### src/rtl/hazard_controller_if.sv
// Hazard controller interface: pipeline hazard inputs and stall/flush outputs.
// master = pipeline side driving hazard sources, slave = hazard_controller.
interface hazard_controller_if;
    logic [4:0]  idRs;
    logic [4:0]  idRt;
    logic        exMemRead;
    logic [4:0]  exRt;
    logic        branchTaken;
    logic        mcStart;
    logic        hazard;
    logic        ifFlush;
    logic        idExBubble;
    logic        exHold;
    logic        mcBusy;
    logic [31:0] stallCount;
    logic [31:0] flushCount;

    modport master (
        output idRs, idRt, exMemRead, exRt, branchTaken, mcStart,
        input  hazard, ifFlush, idExBubble, exHold, mcBusy, stallCount, flushCount
    );

    modport slave (
        input  idRs, idRt, exMemRead, exRt, branchTaken, mcStart,
        output hazard, ifFlush, idExBubble, exHold, mcBusy, stallCount, flushCount
    );
endinterface

### src/rtl/hazard_controller.sv
// Stall/flush sequencer for the 5-stage MIPS pipeline: load-use, branch flush, multi-cycle EX hold.
// Optional macro HAZARD_STATS_EN adds free-running stall/flush cycle counters.
module hazard_controller #(
    parameter int unsigned MC_LATENCY = 4
) (
    input  logic               clk,
    input  logic               reset,
    hazard_controller_if.slave bus
);
    typedef enum logic {RUN, MC_STALL} state_e;

    localparam logic [3:0] MC_RELOAD = 4'(MC_LATENCY - 2);

    state_e     state_q, state_d;
    logic [3:0] mc_cnt_q, mc_cnt_d;
    logic       load_use;
    logic       hazard_c, if_flush_c, bubble_c, ex_hold_c, mc_busy_c;

    assign load_use = bus.exMemRead && (bus.exRt != 5'd0) &&
                      ((bus.exRt == bus.idRs) || (bus.exRt == bus.idRt));

    always_ff @(posedge clk) begin
        if (reset) begin
            state_q  <= RUN;
            mc_cnt_q <= 4'd0;
        end else begin
            state_q  <= state_d;
            mc_cnt_q <= mc_cnt_d;
        end
    end

    always_comb begin
        state_d    = state_q;
        mc_cnt_d   = mc_cnt_q;
        hazard_c   = 1'b0;
        if_flush_c = 1'b0;
        bubble_c   = 1'b0;
        ex_hold_c  = 1'b0;
        mc_busy_c  = 1'b0;
        // Outputs are forced low while reset is held, whatever the inputs request.
        if (!reset) begin
            unique case (state_q)
                RUN: begin
                    if (bus.mcStart) begin
                        hazard_c  = 1'b1;
                        ex_hold_c = 1'b1;
                        state_d   = MC_STALL;
                        mc_cnt_d  = MC_RELOAD;
                    end else if (load_use) begin
                        hazard_c = 1'b1;
                        bubble_c = 1'b1;
                    end else if (bus.branchTaken) begin
                        if_flush_c = 1'b1;
                    end
                end
                MC_STALL: begin
                    hazard_c  = 1'b1;
                    ex_hold_c = 1'b1;
                    mc_busy_c = 1'b1;
                    if (mc_cnt_q == 4'd0) begin
                        state_d = RUN;
                    end else begin
                        mc_cnt_d = mc_cnt_q - 4'd1;
                    end
                end
                default: state_d = RUN;
            endcase
        end
    end

    assign bus.hazard     = hazard_c;
    assign bus.ifFlush    = if_flush_c;
    assign bus.idExBubble = bubble_c;
    assign bus.exHold     = ex_hold_c;
    assign bus.mcBusy     = mc_busy_c;

`ifdef HAZARD_STATS_EN
    logic [31:0] stall_cnt_q, stall_cnt_d;
    logic [31:0] flush_cnt_q, flush_cnt_d;

    always_comb begin
        stall_cnt_d = stall_cnt_q + {31'd0, hazard_c};
        flush_cnt_d = flush_cnt_q + {31'd0, if_flush_c};
    end

    always_ff @(posedge clk) begin
        if (reset) begin
            stall_cnt_q <= 32'd0;
            flush_cnt_q <= 32'd0;
        end else begin
            stall_cnt_q <= stall_cnt_d;
            flush_cnt_q <= flush_cnt_d;
        end
    end

    assign bus.stallCount = stall_cnt_q;
    assign bus.flushCount = flush_cnt_q;
`else
    assign bus.stallCount = 32'd0;
    assign bus.flushCount = 32'd0;
`endif
endmodule

### src/flat_wrapper.sv
// flat-port wrapper written by rule: the top's interface ports become plain ports
module hazard_controller_flat 
#(
    parameter int unsigned MC_LATENCY = 4
)
  (clk, reset, bus_idRs, bus_idRt, bus_exMemRead, bus_exRt, bus_branchTaken, bus_mcStart, bus_hazard, bus_ifFlush, bus_idExBubble, bus_exHold, bus_mcBusy, bus_stallCount, bus_flushCount);
  hazard_controller_if bus_i ();
  input  logic clk;
  input  logic reset;
  input wire logic [$bits(bus_i.idRs)-1:0] bus_idRs;
  input wire logic [$bits(bus_i.idRt)-1:0] bus_idRt;
  input wire logic [$bits(bus_i.exMemRead)-1:0] bus_exMemRead;
  input wire logic [$bits(bus_i.exRt)-1:0] bus_exRt;
  input wire logic [$bits(bus_i.branchTaken)-1:0] bus_branchTaken;
  input wire logic [$bits(bus_i.mcStart)-1:0] bus_mcStart;
  output wire logic [$bits(bus_i.hazard)-1:0] bus_hazard;
  output wire logic [$bits(bus_i.ifFlush)-1:0] bus_ifFlush;
  output wire logic [$bits(bus_i.idExBubble)-1:0] bus_idExBubble;
  output wire logic [$bits(bus_i.exHold)-1:0] bus_exHold;
  output wire logic [$bits(bus_i.mcBusy)-1:0] bus_mcBusy;
  output wire logic [$bits(bus_i.stallCount)-1:0] bus_stallCount;
  output wire logic [$bits(bus_i.flushCount)-1:0] bus_flushCount;
  assign bus_i.idRs = bus_idRs;
  assign bus_i.idRt = bus_idRt;
  assign bus_i.exMemRead = bus_exMemRead;
  assign bus_i.exRt = bus_exRt;
  assign bus_i.branchTaken = bus_branchTaken;
  assign bus_i.mcStart = bus_mcStart;
  assign bus_hazard = bus_i.hazard;
  assign bus_ifFlush = bus_i.ifFlush;
  assign bus_idExBubble = bus_i.idExBubble;
  assign bus_exHold = bus_i.exHold;
  assign bus_mcBusy = bus_i.mcBusy;
  assign bus_stallCount = bus_i.stallCount;
  assign bus_flushCount = bus_i.flushCount;
  hazard_controller #(.MC_LATENCY(MC_LATENCY)) u_core (.clk(clk), .reset(reset), .bus(bus_i));
endmodule
### config.mk
export PLATFORM = sky130hd
export DESIGN_NAME = hazard_controller_flat
export DESIGN_NICKNAME = d
export VERILOG_FILES = /design/src/rtl/hazard_controller_if.sv /design/src/rtl/hazard_controller.sv /design/src/flat_wrapper.sv
export SDC_FILE = /design/constraint.sdc
export NUM_CORES = 1
export LEC_CHECK = 0
export ABC_AREA = 0
export ABC_CLOCK_PERIOD_IN_PS = 1400
export CAP_MARGIN = 20
export CORE_MARGIN = 2
export CORE_UTILIZATION = 27
export CTS_CLUSTER_DIAMETER = 200
export DETAILED_ROUTE_END_ITERATION = 10
export PLACE_DENSITY = 0.77
export REMOVE_ABC_BUFFERS = 1
export SETUP_SLACK_MARGIN = 0.3
export SKIP_CTS_REPAIR_TIMING = 1
export SLEW_MARGIN = 20
export SYNTH_ARGS = -nofsm -noshare
export SYNTH_HDL_FRONTEND = slang
export SYNTH_SLANG_ARGS = --single-unit
### constraint.sdc
create_clock -name clk -period 1.4 [get_ports clk]
set_input_delay 0.14 -clock clk [delete_from_list [all_inputs] [get_ports clk]]
set_output_delay 0.14 -clock clk [all_outputs]
set_load 0.02 [all_outputs]
==> run summary <==
Status = finished, violations left
Failing checks = setup timing
Root Buffer = clkbuf_4
Vias = 693
Placed cell area = 1025 sq um
Number of global-route vias before repair = 504
Fmax = 0.7049 GHz
Final min period = 1.419 ns
Port Buffer Count = 24
Post-synthesis sequential area ratio = 11.14%
Vias per std cell = 3.448
Yosys top cell area share = 53.48%
CORE AREA = 3103 sq um
Req. time, crit path = 1.26 ns
Setup crit end kind = output pin
Max-slew violation count = 0
Ant. Diodes = 0
Synth area leaders = buf_4, dfxtp_1, xor2_1
Avg WL per Cell = 8.562 um
Synth area leader = buf_4
Site Rows = 20
Post-synth EDFFs = 0
Switching Share = 44.53%
Max VDD drop = 0.2201 mV
H-tree levels = 1
Pint = 463.4 uW
Most common cell in the netlist = buf_4
Die Ht = 61.68 um
Post-synth top flop = dfxtp_1
Type of origin of the critical path = input port
Sw Pwr = 371.9 uW
Antenna-violating nets left = 0
Clock power frac = 20.7%
Nets@finish = 179
CTS tree = done
Most frequent cells after synthesis = buf_4, xor2_1, nor2_1, dfxtp_1, inv_1
Yosys reg bits = 5
Final wirelength = 1721 um
FFs w/ async S/R, synth = 0%
Starting Density = 28.95%
Number of DRC markers in iteration 0 = 12
Reg power frac = 20.3%
Sink Count = 5
Syn Area/Cell = 7.744 sq um
Worst Path Max Fanout = 2
Hold WC Path Type = in2reg
GRT Total Usage = 7.600%
Syn Inst Count = 116
Setup TNS = -0.03704 ns
Cts bufs inserted = 3
Ys Warns = 0
Final core occ = 40.89%
Placer Congestion = 0.6681
Hold Vio Cnt, Final = 0
Synth cell types = 25
Number of remaining DRC errors = 0
Worst skew pair latency = 0.25 ns
Final worst slack = -0.01867 ns
RSZ-0062 raised after global routing = yes
Worst hold slack = 0.2731 ns
Worst-margin pin slew = 0.5414 ns
First-pass GRT wire length = 2090 um
Leak = 0.0007385 uW
Clock buffer depth = 2
Final design area excluding fillers = 1269 sq um
Crit Path Category = in2out
Max cap viols = 0
Post-place setup slack = -0.8340 ns
CTS clock-pin slew for the worst setup and hold paths = 0.05 ns
Clock skew = 0.008729 ns
Dpl hpwl = 1352 um
Layout cells sized above 1 = 33.76%
Initial antenna violation count = 0
Setup-failing EPs final = 2
Largest net degree at the start of global routing = 7
Pre-antenna DRT Iters = 4
Comb pwr share = 59.0%
Mapped Area = 898.4 sq um
Relative slew slack = 63.57%
Area growth, synth to finish = 41.23%
Area of the die = 3804 sq um
GRT overflow = 0
Die width = 61.68 um
Power per standard cell area = 658.3 nW/um^2
Data arrival time of the critical path = 1.28 ns
Tcrit/Tclk final = 101.3%
# IOs = 89
[state kept, by name, summed over array words and instances (netlist names)]
register,flops
u_core.mc_cnt_q,4
u_core.state_q,1
[path summary, 6_finish.rpt]
path | from | endpoint | slack [ns] | cells after the start
max reg2reg | u_core.mc_cnt_q[0] | u_core.mc_cnt_q[0] | 0.07 | 7
min | reset | u_core.state_q | 0.27 | 3
min reg2reg | u_core.mc_cnt_q[3] | u_core.mc_cnt_q[2] | 0.53 | 2
max | bus_exRt[2] | bus_idExBubble | -0.02 | 6
[power by group through the flow]
stage	sequential [uW]	clock, uW	combinational, uW
floorplan	170	0	247
global placement	166	0	383
detailed placement	167	0	391
CTS	164	176	392
global route	172	191	533
finish	170	173	492
[area by class of cell]
cell class / count / area [sq um]
timing repair buffer: 38 / 399.1
inverter: 4 / 15.01
fill: 322 / 1834
clock buffer: 4 / 26.28
sequential: 5 / 103.9
multi-input combinational: 106 / 669.4
tap: 44 / 55.05
[kinds of logic (layout without fill, tap and decap cells)]
| kind of cell | Yosys count | count (layout) | share of synthesized area [%] |
|---|---|---|---|
| adder cells (fa/ha/maj) | 1 | 1 | 1.393 |
| AO/OA/AOI/OAI | 10 | 10 | 7.662 |
| other | 1 | 64 | 0.4174 |
| multiplexers | 1 | 1 | 1.253 |
| buffers and inverters | 68 | 46 | 55.15 |
| AND/OR/NAND/NOR | 20 | 20 | 13.23 |
| flip-flops | 5 | 5 | 11.14 |
| XOR/XNOR | 10 | 10 | 9.749 |
[cells in the final DEF, fill, tap and decap left out, types with 2 or more instances in the layout]
master           instances
nor2_1                   2
o21ai_0                  2
xor2_1                   8
inv_2                    3
buf_6                    9
nor3_2                   2
xor2_2                   2
clkbuf_4                 3
conb_1                  64
dfxtp_2                  3
nor2_2                   3
buf_4                   11
clkdlybuf4s50_1          2
dfxtp_1                  2
nand2b_4                 2
nor2_4                   2
dlymetal6s2s_1          14
[per-layer routing]
| metal | up-vias | routed length, um | GRT usage, % |
|---|---|---|---|
| met3 | 2 | 169 | 2.521 |
| li1 | 326 | - | - |
| met4 | 0 | 27 | 3.647 |
| met2 | 57 | 932 | 12.93 |
| met1 | 308 | 592 | 8.479 |
| met5 | - | 0 | 0 |
[per-stage QoR]
stage	std cells	total power, uW
floorplan	115	416.3
global route	201	896.4
global placement	193	549.7
finish	201	835.3
detailed placement	193	558.3
CTS	197	732.2
[critical path: stages]
cell	delay (ns)
buf_8	0.09
or4_4	0.54
o21ai_4	0.17
buf_6	0.12
nor3b_2	0.04
buf_4	0.16
Power figures use the tool's default switching activity.
